==> src/rtl/goldschmidt_sqrt_unit_if.sv <==
// Request/response bundle for goldschmidt_sqrt_unit: operand side, result side and flush.
interface goldschmidt_sqrt_unit_if #(
  parameter int unsigned MW       = 8,
  parameter int unsigned TAG_W    = 2,
  parameter int unsigned MAX_ITER = 4
);
  localparam int unsigned IW = $clog2(MAX_ITER + 1);

  logic             valid_i;
  logic             ready_o;
  logic [MW-1:0]    s_i;
  logic             exp_odd_i;
  logic             inv_i;
  logic             special_i;
  logic [TAG_W-1:0] tag_i;
  logic             flush_i;
  logic             valid_o;
  logic             ready_i;
  logic [MW-1:0]    res_o;
  logic [TAG_W-1:0] tag_o;
  logic [IW-1:0]    iter_o;
  logic             inexact_o;

  modport master (
    output valid_i, s_i, exp_odd_i, inv_i, special_i, tag_i, flush_i, ready_i,
    input  ready_o, valid_o, res_o, tag_o, iter_o, inexact_o
  );

  modport slave (
    input  valid_i, s_i, exp_odd_i, inv_i, special_i, tag_i, flush_i, ready_i,
    output ready_o, valid_o, res_o, tag_o, iter_o, inexact_o
  );
endinterface

==> src/rtl/goldschmidt_sqrt_unit.sv <==
// Iterative Goldschmidt sqrt / inverse-sqrt on a Q1.(MW-1) significand, with odd-exponent
// correction, round-to-nearest output, flush and valid/ready handshakes on both sides.
module goldschmidt_sqrt_unit #(
  parameter int unsigned MW       = 8,
  parameter int unsigned GW       = 8,
  parameter int unsigned MAX_ITER = 4,
  parameter int unsigned TAG_W    = 2
) (
  input logic                  clk,
  input logic                  rst,
  goldschmidt_sqrt_unit_if.slave bus
);
  localparam int unsigned W  = MW + GW;
  localparam int unsigned IW = $clog2(MAX_ITER + 1);

  localparam logic [W-1:0] ONE       = {1'b1, {(W - 1){1'b0}}};
  localparam logic [W:0]   THREE     = {2'b11, {(W - 1){1'b0}}};
  localparam logic [W-1:0] SQRT2     = W'($rtoi(1.4142135623730951 * (2.0 ** (W - 1)) + 0.5));
  localparam logic [W-1:0] INV_SQRT2 = W'($rtoi(0.7071067811865476 * (2.0 ** (W - 1)) + 0.5));

  typedef enum logic [2:0] {StIdle, StItB, StItR, StItXy, StFix, StDone} state_e;

  // Full 2W-bit product, truncated back to Q1.(W-1).
  function automatic logic [W-1:0] mul_q(input logic [W-1:0] a, input logic [W-1:0] c);
    logic [2*W-1:0] p;
    p = {{W{1'b0}}, a} * {{W{1'b0}}, c};
    return W'(p >> (W - 1));
  endfunction

  // (3 - b) / 2 with an unsigned (W+1)-bit subtraction.
  function automatic logic [W-1:0] half_rem(input logic [W-1:0] b);
    logic [W:0] d;
    d = THREE - {1'b0, b};
    return W'(d >> 1);
  endfunction

  state_e           state_q, state_d;
  logic [W-1:0]     b_q, b_d, r_q, r_d, x_q, x_d, y_q, y_d;
  logic [IW-1:0]    iter_q, iter_d;
  logic             exp_odd_q, exp_odd_d, inv_q, inv_d;
  logic [TAG_W-1:0] tag_q, tag_d;
  logic [MW-1:0]    res_q, res_d;
  logic             inexact_q, inexact_d;
  logic             valid_q, valid_d;

  logic             ready;
  logic             accept;
  logic [W-1:0]     b_in, r_in;
  logic [W-1:0]     v_sel, v_fix;
  logic [MW:0]      rnd;

  assign ready  = (state_q == StIdle) && !rst;
  assign accept = bus.valid_i && ready && !bus.flush_i;

  assign b_in = {bus.s_i, {GW{1'b0}}};
  assign r_in = half_rem(b_in);

  assign v_sel = inv_q ? y_q : x_q;
  assign v_fix = exp_odd_q ? mul_q(v_sel, inv_q ? INV_SQRT2 : SQRT2) : v_sel;
  assign rnd   = {1'b0, v_fix[W-1 -: MW]} + (MW + 1)'(v_fix[GW-1]);

  always_comb begin
    state_d   = state_q;
    b_d       = b_q;
    r_d       = r_q;
    x_d       = x_q;
    y_d       = y_q;
    iter_d    = iter_q;
    exp_odd_d = exp_odd_q;
    inv_d     = inv_q;
    tag_d     = tag_q;
    res_d     = res_q;
    inexact_d = inexact_q;
    valid_d   = valid_q;

    if (bus.flush_i && state_q != StIdle) begin
      state_d = StIdle;
      valid_d = 1'b0;
    end else begin
      unique case (state_q)
        StIdle: begin
          if (accept) begin
            exp_odd_d = bus.exp_odd_i;
            inv_d     = bus.inv_i;
            tag_d     = bus.tag_i;
            iter_d    = '0;
            if (bus.special_i) begin
              res_d     = '0;
              inexact_d = 1'b0;
              valid_d   = 1'b1;
              state_d   = StDone;
            end else begin
              b_d     = b_in;
              r_d     = r_in;
              x_d     = mul_q(b_in, r_in);
              y_d     = r_in;
              state_d = StItB;
            end
          end
        end
        StItB: begin
          if (r_q == ONE || iter_q == IW'(MAX_ITER)) begin
            state_d = StFix;
          end else begin
            b_d     = mul_q(mul_q(b_q, r_q), r_q);
            state_d = StItR;
          end
        end
        StItR: begin
          r_d     = half_rem(b_q);
          state_d = StItXy;
        end
        StItXy: begin
          x_d     = mul_q(x_q, r_q);
          y_d     = mul_q(y_q, r_q);
          iter_d  = iter_q + IW'(1);
          state_d = StItB;
        end
        StFix: begin
          // A carry out of the rounder would read as 2.0; clamp to the largest significand.
          res_d     = rnd[MW] ? '1 : rnd[MW-1:0];
          inexact_d = |v_fix[GW-1:0];
          valid_d   = 1'b1;
          state_d   = StDone;
        end
        StDone: begin
          if (bus.ready_i) begin
            valid_d = 1'b0;
            state_d = StIdle;
          end
        end
        default: state_d = StIdle;
      endcase
    end
  end

  always_ff @(posedge clk) begin
    if (rst) begin
      state_q   <= StIdle;
      b_q       <= '0;
      r_q       <= '0;
      x_q       <= '0;
      y_q       <= '0;
      iter_q    <= '0;
      exp_odd_q <= 1'b0;
      inv_q     <= 1'b0;
      tag_q     <= '0;
      res_q     <= '0;
      inexact_q <= 1'b0;
      valid_q   <= 1'b0;
    end else begin
      state_q   <= state_d;
      b_q       <= b_d;
      r_q       <= r_d;
      x_q       <= x_d;
      y_q       <= y_d;
      iter_q    <= iter_d;
      exp_odd_q <= exp_odd_d;
      inv_q     <= inv_d;
      tag_q     <= tag_d;
      res_q     <= res_d;
      inexact_q <= inexact_d;
      valid_q   <= valid_d;
    end
  end

  assign bus.ready_o   = ready;
  assign bus.valid_o   = valid_q;
  assign bus.res_o     = res_q;
  assign bus.tag_o     = tag_q;
  assign bus.iter_o    = iter_q;
  assign bus.inexact_o = inexact_q;
endmodule
==> src/flat_wrapper.sv <==
// flat-port wrapper written by rule: the top's interface ports become plain ports
module goldschmidt_sqrt_unit_flat 
#(
  parameter int unsigned MW       = 8,
  parameter int unsigned GW       = 8,
  parameter int unsigned MAX_ITER = 4,
  parameter int unsigned TAG_W    = 2
)
  (clk, rst, bus_valid_i, bus_s_i, bus_exp_odd_i, bus_inv_i, bus_special_i, bus_tag_i, bus_flush_i, bus_ready_i, bus_ready_o, bus_valid_o, bus_res_o, bus_tag_o, bus_iter_o, bus_inexact_o);
  goldschmidt_sqrt_unit_if #(.MW(MW), .TAG_W(TAG_W), .MAX_ITER(MAX_ITER)) bus_i ();
  input logic clk;
  input logic rst;
  input wire logic [$bits(bus_i.valid_i)-1:0] bus_valid_i;
  input wire logic [$bits(bus_i.s_i)-1:0] bus_s_i;
  input wire logic [$bits(bus_i.exp_odd_i)-1:0] bus_exp_odd_i;
  input wire logic [$bits(bus_i.inv_i)-1:0] bus_inv_i;
  input wire logic [$bits(bus_i.special_i)-1:0] bus_special_i;
  input wire logic [$bits(bus_i.tag_i)-1:0] bus_tag_i;
  input wire logic [$bits(bus_i.flush_i)-1:0] bus_flush_i;
  input wire logic [$bits(bus_i.ready_i)-1:0] bus_ready_i;
  output wire logic [$bits(bus_i.ready_o)-1:0] bus_ready_o;
  output wire logic [$bits(bus_i.valid_o)-1:0] bus_valid_o;
  output wire logic [$bits(bus_i.res_o)-1:0] bus_res_o;
  output wire logic [$bits(bus_i.tag_o)-1:0] bus_tag_o;
  output wire logic [$bits(bus_i.iter_o)-1:0] bus_iter_o;
  output wire logic [$bits(bus_i.inexact_o)-1:0] bus_inexact_o;
  assign bus_i.valid_i = bus_valid_i;
  assign bus_i.s_i = bus_s_i;
  assign bus_i.exp_odd_i = bus_exp_odd_i;
  assign bus_i.inv_i = bus_inv_i;
  assign bus_i.special_i = bus_special_i;
  assign bus_i.tag_i = bus_tag_i;
  assign bus_i.flush_i = bus_flush_i;
  assign bus_i.ready_i = bus_ready_i;
  assign bus_ready_o = bus_i.ready_o;
  assign bus_valid_o = bus_i.valid_o;
  assign bus_res_o = bus_i.res_o;
  assign bus_tag_o = bus_i.tag_o;
  assign bus_iter_o = bus_i.iter_o;
  assign bus_inexact_o = bus_i.inexact_o;
  goldschmidt_sqrt_unit #(.MW(MW), .GW(GW), .MAX_ITER(MAX_ITER), .TAG_W(TAG_W)) u_core (.clk(clk), .rst(rst), .bus(bus_i));
endmodule
==> config.mk <==
export PLATFORM = sky130hd
export DESIGN_NAME = goldschmidt_sqrt_unit_flat
export DESIGN_NICKNAME = d
export VERILOG_FILES = /design/src/rtl/goldschmidt_sqrt_unit_if.sv /design/src/rtl/goldschmidt_sqrt_unit.sv /design/src/flat_wrapper.sv
export SDC_FILE = /design/constraint.sdc
export NUM_CORES = 2
export LEC_CHECK = 0
export CAP_MARGIN = 20
export CELL_PAD_IN_SITES_DETAIL_PLACEMENT = 1
export CELL_PAD_IN_SITES_GLOBAL_PLACEMENT = 1
export CORE_AREA = 2 2 315 317
export CTS_CLUSTER_SIZE = 28
export DETAILED_ROUTE_END_ITERATION = 7
export DIE_AREA = 0 0 317 319
export GPL_TIMING_DRIVEN = 0
export PLACE_DENSITY_LB_ADDON = 0.1
export SYNTH_ARGS = -nofsm -noshare
export SYNTH_HDL_FRONTEND = slang
export SYNTH_SLANG_ARGS = --single-unit
==> constraint.sdc <==
create_clock -name clk -period 34 [get_ports clk]
set_input_delay 5.1 -clock clk [delete_from_list [all_inputs] [get_ports clk]]
set_output_delay 5.1 -clock clk [all_outputs]
set_load 0.005 [all_outputs]
Word level (Yosys, flattened, before mapping)
Cells that the tools add are included.
- word-level logic and storage cells: 91
- output and inout bits: 16
- register bits after elaboration: 84
- input bits: 18
- $add $sub $neg: 4
- $mul: 6
- equal/unequal tests: 12
- multiplexer cells: 32
- bitwise gates (word level): 1
- reduce and logical (&&, ||, !) cells: 24
- operators with widths (kind ; number):
    $mux 16 ; 10
    $mul 16x16->31 ; 5
    $pmux 16 s2 ; 4
    $sub 17x16->17 const A ; 2
    $mux 8 ; 3
    $mul 8x16->23 ; 1
    $pmux 3 s6 ; 1
    $eq 16x16->1 const B ; 1
    $pmux 8 s2 ; 1
    $reduce_and 4->1 ; 4
    $mux 3 ; 5
    $add 8x1->9 ; 1
    $eq 3x3->1 const B ; 3
    $ne 2x2->1 const B ; 4
    $reduce_bool 2->1 ; 4
    $reduce_or 8->1 ; 1
    $eq 3x2->1 const B ; 2
    $pmux 3 s2 ; 1
    $reduce_and 3->1 ; 2
    $reduce_bool 3->1 ; 2
    $mux 1 ; 5
    $reduce_and 5->1 ; 1
    $logic_and 1x1->1 ; 4
    $add 3x1->3 const B ; 1
    other kinds (10) ; 11

Depth between registers and ports, before layout
- depth after elaboration: 6
- mapped depth: 49
- mapped depth without buffers: 46

Worst setup path after synthesis
OpenSTA, ideal clock, no wires.
- path type: reg2reg
- start: register u_core.b_q[10]
- end: register u_core.b_q[15]
- clock period less this slack: 12.107 ns
- path buffers: 3
- arrival: 11.977 ns
- stages on the path, launching flop included: 45
- slack: 21.893 ns
- cells stage by stage: dfxtp_1 > clkbuf_1 > clkbuf_1 > nand2_1 > fa_1 > fa_1 > fa_1 > fa_1 > inv_1 > fa_1 > inv_1 > fa_1 > inv_1 > ha_1 > a21oi_1 > o21ai_0 > nor2_1 > o31ai_2 > [... 9 more ...] > inv_1 > fa_1 > fa_1 > fa_1 > inv_1 > fa_1 > inv_1 > ha_1 > nand4_1 > nor3_1 > o2111a_1 > nand4_1 > a2111oi_2 > nor3_1 > o31ai_2 > a21oi_1 > xnor3_1 > o22ai_1
- word-level cells in the longest chain between the ends: 4
- ends and longest elaborated chain (item ; line ; text):
    start: declaration ; goldschmidt_sqrt_unit.sv:38 ; logic [W-1:0] b_q, b_d, r_q, r_d, x_q, x_d, y_q, y_d;
    start signal: assignment ; goldschmidt_sqrt_unit.sv:140 ; b_q <= '0;
    start signal: assignment ; goldschmidt_sqrt_unit.sv:153 ; b_q <= b_d;
    $mul 16x16->31 (2 in series) ; goldschmidt_sqrt_unit.sv:26 ; p = {{W{1'b0}}, a} * {{W{1'b0}}, c};
    $mux 16 ; goldschmidt_sqrt_unit.sv:102 ; if (r_q == ONE || iter_q == IW'(MAX_ITER)) begin
    $pmux 16 s2 ; goldschmidt_sqrt_unit.sv:80 ; unique case (state_q)
Every way passes these cells. The select of a mux whose other input is x is not followed.
A chain may end at the register's enable or synchronous reset.

Worst setup path after layout
- start: register u_core.b_q[11]
- end: register u_core.b_q[15]
Same word-level chain as after synthesis.

==> out/results.tsv <==
stage	metric	value	unit
status	run_status	complete, no violations	
place	place_ws	17970	ps
yosys	synthTopCellsByCount	sky130_fd_sc_hd__inv_1, sky130_fd_sc_hd__fa_1, sky130_fd_sc_hd__nand2_1	
yosys	synthesis.area	0.04355	sq mm
sta	setup_ws	17740	ps
sta	timing.clock.skew	14.57	ps
sta	max_freq	0.06148	GHz
yosys	synth_largest_area_cell	sky130_fd_sc_hd__fa_1	
min_path	hold-path-cell-count	1	
clocking	cts_resized	0	
yosys	synth_cells	5114	
route	detail_route.drc_violations	0	
clocking	tritoncts	done	
yosys	synth_top_area_share	0.4178	
floorplanning	placementRows	115	
critical_path	r2r_slack	17740	ps
clocking	cts_buffers	9	
global_routing	grt_overflow	0	
layout	finish.instance_area	0.04598	sq mm
route	detail_route.first_pass.iterations	5	
min_path	min_from	u_core.bus.inexact_o	
sta	setup_viol	0	
global_routing	antenna_violations_before_repair	19	
power_and_ir_drop	power.density	23.46	mW/mm^2
global_routing	grt_use_total	0.3071	
yosys	yosysUniqueCellTypes	80	
sta	grt_setup_unrepaired	no	
floorplanning	die_height	319	um
floorplanning	start_util	0.4458	
yosys	synth_edf_count	0	
critical_path	critical_path_peak_fanout	10	
sta	fin_tns_setup	0	ps
yosys	netlist_top_cells_area	sky130_fd_sc_hd__fa_1, sky130_fd_sc_hd__ha_1, sky130_fd_sc_hd__inv_1	
place	gpl.final_weighted_congestion	0.8808	
yosys	yosys_most_used_dff	sky130_fd_sc_hd__dfxtp_1	
critical_path	r2r_start	u_core.b_q[11]	
critical_path	worst_ep_arrival_time	16500	ps
sta	max_slew.worst_pin.slew	1189	ps
floorplanning	coreArea	0.09770	sq mm
global_routing	grt_max_degree	19	
route	vias	34939	
layout	postLayoutCoreUtil	0.4706	
power_and_ir_drop	finalPower	1079	uW
layout	area.growth.synth_to_final	5.576	%
critical_path	crit_buf_inv	7	
critical_path	critPathLaunchType	flop	
critical_path	worstRegToRegCells	44	
place	post_dp_cell_area	0.04565	sq mm
sta	timing.final.crit_share	0.4784	
yosys	async_reset_ff_frac	0	
clocking	cts.htree.levels	3	
layout	post_route_cells_drive_above_1_share	0.01137	
critical_path	critical_path.slowest_cell	sky130_fd_sc_hd__xnor2_1	
critical_path	r2r_end	u_core.b_q[15]	
floorplanning	area_of_the_die	0.1011	sq mm
route	routed_wl_per_cell	23.11	um
sta	final_max_tran_viols	0	
route	post_drt_via_cell_ratio	5.391	
clocking	cts-root-buf	sky130_fd_sc_hd__clkbuf_16	
clocking	maximum_buffer_depth_of_the_clock_tree	2	
min_path	holdPathEnd	u_core.bus.inexact_o	
yosys	synth_sequential_area_ratio	0.03861	
critical_path	path_common_cell	sky130_fd_sc_hd__fa_1	
power_and_ir_drop	max_rail_drop_vdd	0.04020	mV
clocking	path_clk_slew	80	ps
clocking	cts_num_sinks	84	
floorplanning	die_w	317	um
sta	finalHoldViolCount	0	
critical_path	timing.critical_path.slowest_cell_delay	810	ps
layout	num-fill-cells	11622	
place	dpl.hpwl	127100	um
yosys	leading_cell_type_by_number_of_instances_after_synthesis	sky130_fd_sc_hd__inv_1	
yosys	yosys_warnings	0	
power_and_ir_drop	cellLeakagePower	0.02386	uW
run	max_cap_violations	0	
route	routed_wirelength	149800	um
critical_path	crit_family	adder cells	
floorplanning	boundaryPins	34	
sta	timing.final.crit_period	16270	ps
clocking	post-cts-setup-buffer-count	0	
yosys	synth_area_per_inst	8.516	sq um
critical_path	endpoint_kind	flop	
clocking	ctsHoldBuffers	0	
global_routing	grt_pass1_vias	38181	
sta	timing.max_slew.rel_slack	0.2073	
route	detailedRoute.firstIterationViolations	2015	
place	port_buffers	33	
min_path	path_category_of_the_worst_min_delay_check	flop to flop	
yosys	post_synthesis_sequential_element_count	84	
critical_path	path_class	flop to flop	
global_routing	grt_pass1_wl	232600	um
layout	fin_nets	6661	
critical_path	worst-endpoint-required	34240	ps
clocking	clock_insertion_delay_worst_skew	390	ps
route	ant_nets	0	
[sequential cells by signal (all words and copies together) (netlist names)]
register              cells
u_core.bus.res_o          8
u_core.state_q            3
u_core.bus.tag_o          2
u_core.bus.inexact_o      1
u_core.r_q               16
u_core.exp_odd_q          1
u_core.x_q               16
u_core.inv_q              1
u_core.bus.iter_o         3
u_core.bus.valid_o        1
u_core.y_q               16
u_core.b_q               16
[final cells by class]
cell class                 instances  area [sq um]  area share
multi-input combinational       3608         36530      0.7945
inverter                        1165          4373     0.09510
sequential                        84          1682     0.03657
tap                             1287          1610     0.03502
buffer                           275          1042     0.02267
timing repair buffer              40         424.2    0.009225
clock buffer                       9         225.2    0.004898
clock inverter                     7         76.32    0.001660
antenna                            6         15.01   0.0003265
[power breakdown]
group / switching, uW / internal (uW)
Clock: 56.9 / 52.3
Combinational: 580 / 267
Sequential: 13.0 / 110
Total: 650 / 429
[cells by family after synthesis]
logic type,share of synthesized area
other,0.0001724
DFF,0.03861
buffers and inverters,0.1243
xor gates and xnor gates,0.02080
muxes,0.002902
adders and majority gates,0.5761
AOI/OAI and AO/OA,0.05921
and+or+nand+nor,0.1778
[worst max-delay path by stage]
stage | from | end | slack, ps | depth (start not counted)
final | u_core.b_q[11] | u_core.b_q[15] | 17740 | 44
after global placement | u_core.r_q[2] | u_core.b_q[15] | 18190 | 44
after CTS | u_core.b_q[11] | u_core.b_q[15] | 17890 | 44
after global routing | u_core.b_q[11] | u_core.b_q[15] | 17090 | 44
after detailed placement | u_core.b_q[11] | u_core.b_q[15] | 17970 | 44
after floorplan | u_core.b_q[10] | u_core.b_q[15] | 21890 | 44
[per-layer routing]
layer  vias to the layer above  track usage  share of wire
li1                      15459            -              -
met2                       980       0.4887           0.46
met1                     18321       0.4476           0.45
met4                         8      0.06310          0.022
met3                       171      0.03902          0.067
met5                         -            0        0.00031
[per-stage QoR]
step,hold WS (ps),cells
2_1_floorplan,448.7,5132
3_3_place_gp,466.8,6452
3_5_place_dp,459.7,6458
4_1_cts,493.2,6474
5_1_grt,507.9,6475
6_report,496.0,6481
[placed cells by master, fill, tap and decap left out, types with 20 or more instances in the layout]
cell / count
sky130_fd_sc_hd__and3_1: 28
sky130_fd_sc_hd__conb_1: 20
sky130_fd_sc_hd__a211oi_1: 35
sky130_fd_sc_hd__fa_1: 909
sky130_fd_sc_hd__nand3_1: 39
sky130_fd_sc_hd__nand2_1: 797
sky130_fd_sc_hd__xnor2_1: 72
sky130_fd_sc_hd__nand4_1: 20
sky130_fd_sc_hd__clkdlybuf4s50_1: 33
sky130_fd_sc_hd__a21oi_1: 118
sky130_fd_sc_hd__nor3_1: 39
sky130_fd_sc_hd__clkbuf_1: 262
sky130_fd_sc_hd__nand2b_1: 59
sky130_fd_sc_hd__a21o_1: 35
sky130_fd_sc_hd__ha_1: 551
sky130_fd_sc_hd__and2_1: 412
sky130_fd_sc_hd__o21ai_0: 68
sky130_fd_sc_hd__nor2_1: 159
sky130_fd_sc_hd__inv_1: 1165
sky130_fd_sc_hd__dfxtp_1: 84
sky130_fd_sc_hd__xor2_1: 27
No activity file was read; power rests on OpenSTA's default activity.
